**config.mk**
```make
export PLATFORM = sky130hd
export DESIGN_NAME = fft_output_reorder
export DESIGN_NICKNAME = d
export VERILOG_FILES = /design/src/rtl/fft_pkg.sv /design/src/rtl/fft_reorder_bank.sv /design/src/rtl/fft_output_reorder.sv
export SDC_FILE = /design/constraint.sdc
export NUM_CORES = 1
export LEC_CHECK = 0
export ABC_AREA = 1
export BUFFER_PORTS_ARGS = -buffer_cell sky130_fd_sc_hd__buf_2
export CORE_ASPECT_RATIO = 1.75
export CORE_MARGIN = 5
export CORE_UTILIZATION = 57
export DETAILED_ROUTE_END_ITERATION = 10
export HOLD_SLACK_MARGIN = 0.15
export PLACE_DENSITY = 0.79
export SLEW_MARGIN = 40
export SYNTH_ARGS = -nofsm -noshare
export SYNTH_HDL_FRONTEND = slang
export SYNTH_HIERARCHICAL = 1
export SYNTH_SLANG_ARGS = --single-unit
```
**constraint.sdc**
```tcl
create_clock -name clk -period 2.23 [get_ports clk]
set_input_delay 0.223 -clock clk [delete_from_list [all_inputs] [get_ports clk]]
set_output_delay 0.223 -clock clk [all_outputs]
set_load 0.1 [all_outputs]
```
**src/rtl/fft_pkg.sv**
```systemverilog
// -----------------------------------------------------------------------------
// fft_pkg
//   Shared constants and helpers for the FFT output reorder buffer.
//   DEFAULT_DATA_WIDTH : default sample word width
//   DEFAULT_N_POINT    : default frame length (power of two, >= 4)
//   ADDR_W             : address width for a default-sized bank
//   bitrev()           : reverses the low 'width' bits of an index
// -----------------------------------------------------------------------------
package fft_pkg;

  localparam int DEFAULT_DATA_WIDTH = 16;
  localparam int DEFAULT_N_POINT    = 16;
  localparam int ADDR_W             = $clog2(DEFAULT_N_POINT);

  // Reverse all 32 bits, then shift the reversed field back down so only the
  // low 'width' bits of the original index are mirrored.
  function automatic logic [31:0] bitrev(input logic [31:0] val, input int width);
    logic [31:0] rev;
    rev = {<<{val}};
    return rev >> (32 - width);
  endfunction

endpackage

```
**src/rtl/fft_reorder_bank.sv**
```systemverilog
// -----------------------------------------------------------------------------
// fft_reorder_bank
//   One ping-pong bank: 2**ADDR_W words of DATA_WIDTH bits, one synchronous
//   write port and one combinational read port.
//   clk     : clock, rising edge
//   we_i    : write enable
//   waddr_i : write address
//   wdata_i : write data
//   raddr_i : read address
//   rdata_o : read data (combinational from the register array)
// -----------------------------------------------------------------------------
module fft_reorder_bank #(
  parameter int DATA_WIDTH = 16,
  parameter int ADDR_W     = 4
) (
  input  logic                  clk,
  input  logic                  we_i,
  input  logic [ADDR_W-1:0]     waddr_i,
  input  logic [DATA_WIDTH-1:0] wdata_i,
  input  logic [ADDR_W-1:0]     raddr_i,
  output logic [DATA_WIDTH-1:0] rdata_o
);

  localparam int DEPTH = 1 << ADDR_W;

  logic [DATA_WIDTH-1:0] mem_q [DEPTH];

  // NOTE: the array has no reset; the owner's full flags decide whether an
  // entry is meaningful, so clearing storage would only cost reset fan-out.
  always_ff @(posedge clk) begin
    if (we_i) begin
      mem_q[waddr_i] <= wdata_i;
    end
  end

  assign rdata_o = mem_q[raddr_i];

endmodule

```
**src/rtl/fft_output_reorder.sv**
```systemverilog
// -----------------------------------------------------------------------------
// fft_output_reorder
//   Converts bit-reversed FFT output frames into natural index order using two
//   ping-pong banks. Samples are written at bitrev(k) and read out linearly.
//   clk, rst_n          : clock (rising edge), async active-low reset
//   in_valid/in_ready   : input handshake
//   in_data, in_last    : input sample and upstream end-of-frame marker
//   out_valid/out_ready : output handshake
//   out_data, out_last  : natural-order sample, high on index N_POINT-1
//   err_last            : pulses when in_last disagrees with the write counter
// -----------------------------------------------------------------------------
module fft_output_reorder
  import fft_pkg::*;
#(
  parameter int DATA_WIDTH = DEFAULT_DATA_WIDTH,
  parameter int N_POINT    = DEFAULT_N_POINT
) (
  input  logic                  clk,
  input  logic                  rst_n,
  input  logic                  in_valid,
  output logic                  in_ready,
  input  logic [DATA_WIDTH-1:0] in_data,
  input  logic                  in_last,
  output logic                  out_valid,
  input  logic                  out_ready,
  output logic [DATA_WIDTH-1:0] out_data,
  output logic                  out_last,
  output logic                  err_last
);

  // Address width follows the instance's N_POINT, not the package default.
  localparam int           AW       = $clog2(N_POINT);
  localparam logic [AW-1:0] LAST_IDX = AW'(N_POINT - 1);

  logic [AW-1:0] wr_cnt_q, wr_cnt_d;
  logic [AW-1:0] rd_cnt_q, rd_cnt_d;
  logic          wr_bank_q, wr_bank_d;
  logic          rd_bank_q, rd_bank_d;
  logic [1:0]    full_q, full_d;

  logic                  in_acc, out_acc;
  logic                  wr_at_last, rd_at_last;
  logic [AW-1:0]         waddr;
  logic [DATA_WIDTH-1:0] rdata [2];

  // Handshake outputs come from registered flags only, so no combinational
  // path exists from in_valid/out_ready to the ready/valid outputs.
  assign in_ready   = ~full_q[wr_bank_q];
  assign out_valid  = full_q[rd_bank_q];
  assign in_acc     = in_valid & in_ready;
  assign out_acc    = out_valid & out_ready;
  assign wr_at_last = (wr_cnt_q == LAST_IDX);
  assign rd_at_last = (rd_cnt_q == LAST_IDX);

  assign waddr    = AW'(bitrev(32'(wr_cnt_q), AW));
  assign out_data = rdata[rd_bank_q];
  assign out_last = out_valid & rd_at_last;
  assign err_last = in_acc & (in_last ^ wr_at_last);

  for (genvar b = 0; b < 2; b++) begin : g_bank
    fft_reorder_bank #(
      .DATA_WIDTH(DATA_WIDTH),
      .ADDR_W    (AW)
    ) u_bank (
      .clk    (clk),
      .we_i   (in_acc && (wr_bank_q == 1'(b))),
      .waddr_i(waddr),
      .wdata_i(in_data),
      .raddr_i(rd_cnt_q),
      .rdata_o(rdata[b])
    );
  end

  // NOTE: every next-state signal is given its hold value first so no path
  // through this block leaves a variable unassigned (which would infer a latch).
  always_comb begin
    wr_cnt_d  = wr_cnt_q;
    rd_cnt_d  = rd_cnt_q;
    wr_bank_d = wr_bank_q;
    rd_bank_d = rd_bank_q;
    full_d    = full_q;

    if (in_acc) begin
      if (wr_at_last) begin
        full_d[wr_bank_q] = 1'b1;
        wr_bank_d         = ~wr_bank_q;
        wr_cnt_d          = '0;
      end else begin
        wr_cnt_d = wr_cnt_q + AW'(1);
      end
    end

    // A write can only target an empty bank and a read only a full one, so the
    // two updates above and below never touch the same flag in one cycle.
    if (out_acc) begin
      if (rd_at_last) begin
        full_d[rd_bank_q] = 1'b0;
        rd_bank_d         = ~rd_bank_q;
        rd_cnt_d          = '0;
      end else begin
        rd_cnt_d = rd_cnt_q + AW'(1);
      end
    end
  end

  // NOTE: non-blocking assignments keep every register sampling pre-edge
  // values, independent of statement order.
  always_ff @(posedge clk or negedge rst_n) begin
    if (!rst_n) begin
      wr_cnt_q  <= '0;
      rd_cnt_q  <= '0;
      wr_bank_q <= 1'b0;
      rd_bank_q <= 1'b0;
      full_q    <= '0;
    end else begin
      wr_cnt_q  <= wr_cnt_d;
      rd_cnt_q  <= rd_cnt_d;
      wr_bank_q <= wr_bank_d;
      rd_bank_q <= rd_bank_d;
      full_q    <= full_d;
    end
  end

endmodule

```
==> results.toml <==
[floorplanning]
core_sq_um = 39900
die_h_microns = 276
initial_core_util_pct = 57.6
row_count = 97
die_w_microns = 162
io_pins = 41
fp.dieArea_sq_um = 44600

[outcome]
failed_checks = "setup timing"
run_status = "complete, but fails checks"

[global_routing]
track_usage_pct = 27.9
grt-ovfl-total = 0
grt_pass1_vias = 16800
grt_pass1_wl_mm = 94.3
grt_max_degree = 51
antenna_found_initial = 0

[route]
drt-initial-drc-count = 1866
wl_mm = 66.8
ant_nets = 0
wl_per_cell_microns = 23.1
viasPerCell = 5.96
firstDrtPassIters = 9
drc = 0
num_vias = 17200

[sta]
finalSetupViolations = 17
hold_slack_ns = 0.203
slew_headroom_pct = 51.0
rsz0062_at_grt = "yes"
layout_setup_ws_ns = -0.626
fmax_mhz = 350
finalClockSkew_ns = 0.0115
fin_crit_sh_pct = 128
tns_ns = -8.56
slew_viol_final = 0
hold_violations = 0
tightest_slew_ns = 0.735
min_period_ns = 2.86

[pwr]
share_comb_of_total_power_pct = 45.4
intPower_w = 0.0211
power_density_nw_per_um2 = 1240
sw_frac_of_total_pct = 39.1
vdd_drop_max_v = 0.00137
p_sw_w = 0.0135
seqPwrFrac_pct = 33.6
clockPowerShare_pct = 21.1
p_leak_nw = 12.0

[critical_path]
cpPeakStageDelay_ns = 0.50
r2r_setup_slack_ns = 0.13
cp.required_ns = 2.01
slowest_stage = "dfrtp_4"
startpoint_type = "register"
cpLargestDelayFamily = "simple AND/OR/NAND/NOR gates"
cp_max_fo = 12
crit_type = "reg2out"
endpoint_kind = "output pin"
crit_top_cell = "nand3_1"
arrival_ns = 2.63
path_buf_inv = 4
cp_cell_sequence = "buf_12, inv_12, buf_16, nand2_1, nand3_1, nand3_1, nand3_1, nand2_2, nand2_2, nand2_4, buf_12"

[clock_tree]
clkLatencyLatePin_ns = 0.56
cts_tree = "done"
numCtsBuffers = 43
clockRootBuffer = "clkbuf_16"
clk_pin_slew_ns = 0.07
clockBufferDepth = 3
cts_sinks = 524
cts_max_level = 2

[yosys]
ys_seq_elements = 524
ys_seq_area_share_pct = 68.2
synth_cell_type_count = 25
syn_avg_cell_area_sq_um = 10.2
yosys_warnings = 6
synth_cells = 2252
netlist_area_sq_um = 23000
synth_nets = 2275

[final_layout]
nNetsFinal = 2388
layout_commonest_cell = "nand2_1"
area_growth_pct = 21.3
final_cell_mix = "671 x nand2_1, 512 x edfxtp_1, 401 x inv_1, 281 x nand3_1, 109 x nand3_2"
drive_gt1_share_pct = 18.5
fin_util_pct = 69.9
num_antenna_cells = 0

[placement]
gp_congestion = 0.875
port-buffer-count = 40
hpwlAfterDp_mm = 35.6

[flow_run]
drv_cap = 0

[worst_hold_path]
hp-class = "in2async"
-- cells in the mapped netlist, drive strengths merged --
cell type | n | share of area (%)
nand3b | 4 | 0.13
nor2 | 42 | 0.69
clkbuf | 20 | 0.33
nand2 | 756 | 12
nand3 | 396 | 8.6
or2 | 2 | 0.054
nand4 | 2 | 0.054
edfxtp | 512 | 67
xor2 | 1 | 0.038
inv | 407 | 6.6
o21ai | 7 | 0.15
buf | 85 | 2.4
ha | 2 | 0.11
a21oi | 1 | 0.022
a31oi | 1 | 0.027
dfrtp | 12 | 1.3
xnor2 | 2 | 0.076
-- power by group through the flow --
stage | logic [W] | clock network [W] | registers (W)
6_report | 0.0157 | 0.00728 | 0.0116
4_1_cts | 0.0141 | 0.00729 | 0.0116
2_1_floorplan | 0.00778 | 0 | 0.0117
3_5_place_dp | 0.0115 | 0 | 0.0118
3_3_place_gp | 0.0112 | 0 | 0.0118
5_1_grt | 0.0164 | 0.00772 | 0.0116
-- what timing repair did --
| action | in CTS | in global routing |
|---|---|---|
| setup buffers | 7 | 6 |
| hold endpoints to repair | 23 | 0 |
| gates resized for setup | 184 | 101 |
| gates cloned | 18 | 10 |
| pin swaps | 74 | 52 |
| endpoints found under the setup margin | 18 | 51 |
| hold buffers | 3 | 0 |
-- routing by layer --
layer | GRT usage (%) | vias up | part of all wire (%)
li1 | - | 7471 | -
met1 | 30.6 | 8025 | 30
met2 | 49.7 | 1311 | 50
met3 | 3.97 | 436 | 10
met4 | 19.4 | 0 | 10
met5 | 0 | - | 0
-- stage by stage --
step | cells | total power [W] | worst slack [ns] | area, sq um
4_1_cts | 2876 | 0.0330 | -0.428 | 27200
3_3_place_gp | 2772 | 0.0230 | 0.0866 | 24500
6_report | 2891 | 0.0346 | -0.626 | 27900
5_1_grt | 2891 | 0.0358 | -0.633 | 27900
2_1_floorplan | 2252 | 0.0195 | -0.337 | 23000
3_5_place_dp | 2772 | 0.0233 | 0.0563 | 24500
-- worst register-to-register path, delay by kind of cell (launching register included) --
kind	cells	cell delay, ns
buf+inv	2	0.40
flops	1	0.41
simple gates	6	0.99
-- final cells by class --
| cell class | count | area, sq um |
|---|---|---|
| multi-input cells | 1216 | 6110 |
| fillers | 2384 | 12000 |
| repair inverters | 1 | 16.3 |
| flip-flops and latches | 524 | 15700 |
| well taps | 495 | 619 |
| clock inverters | 22 | 153 |
| inverters | 407 | 1580 |
| clock buffers | 54 | 1160 |
| repair buffers | 172 | 2560 |
-- path summary, 6_finish.rpt --
kind,start,endpoint,depth (start not counted)
min in group clk,in_data[6],g_bank[1].u_bank/mem_q[3][6],1
max in group asynchronous,rst_n,rd_cnt_q[0],2
max,rd_cnt_q[0],out_data[6],11
max reg2reg,wr_bank_q,g_bank[1].u_bank/mem_q[4][15],8
min reg2reg,wr_bank_q,wr_bank_q,2
min,rst_n,rd_bank_q,2
-- registers in the layout, summed over array words and instances, names as in the netlist --
name / flops
rd_bank_q: 1
rd_cnt_q: 4
wr_bank_q: 1
full_q: 2
g_bank.u_bank/mem_q: 512
wr_cnt_q: 4
-- cells by family (layout without fill, tap and decap cells) --
group,Yosys count,count (layout),synth area share [%]
AND/OR/NAND/NOR,1202,1202,22.0
flip-flops,524,524,68.2
buffers and inverters,512,656,9.39
AO/OA/AOI/OAI,9,9,0.201
XOR/XNOR,3,3,0.114
adder cells (fa/ha/maj),2,2,0.109
Power figures use the tool's default switching activity.
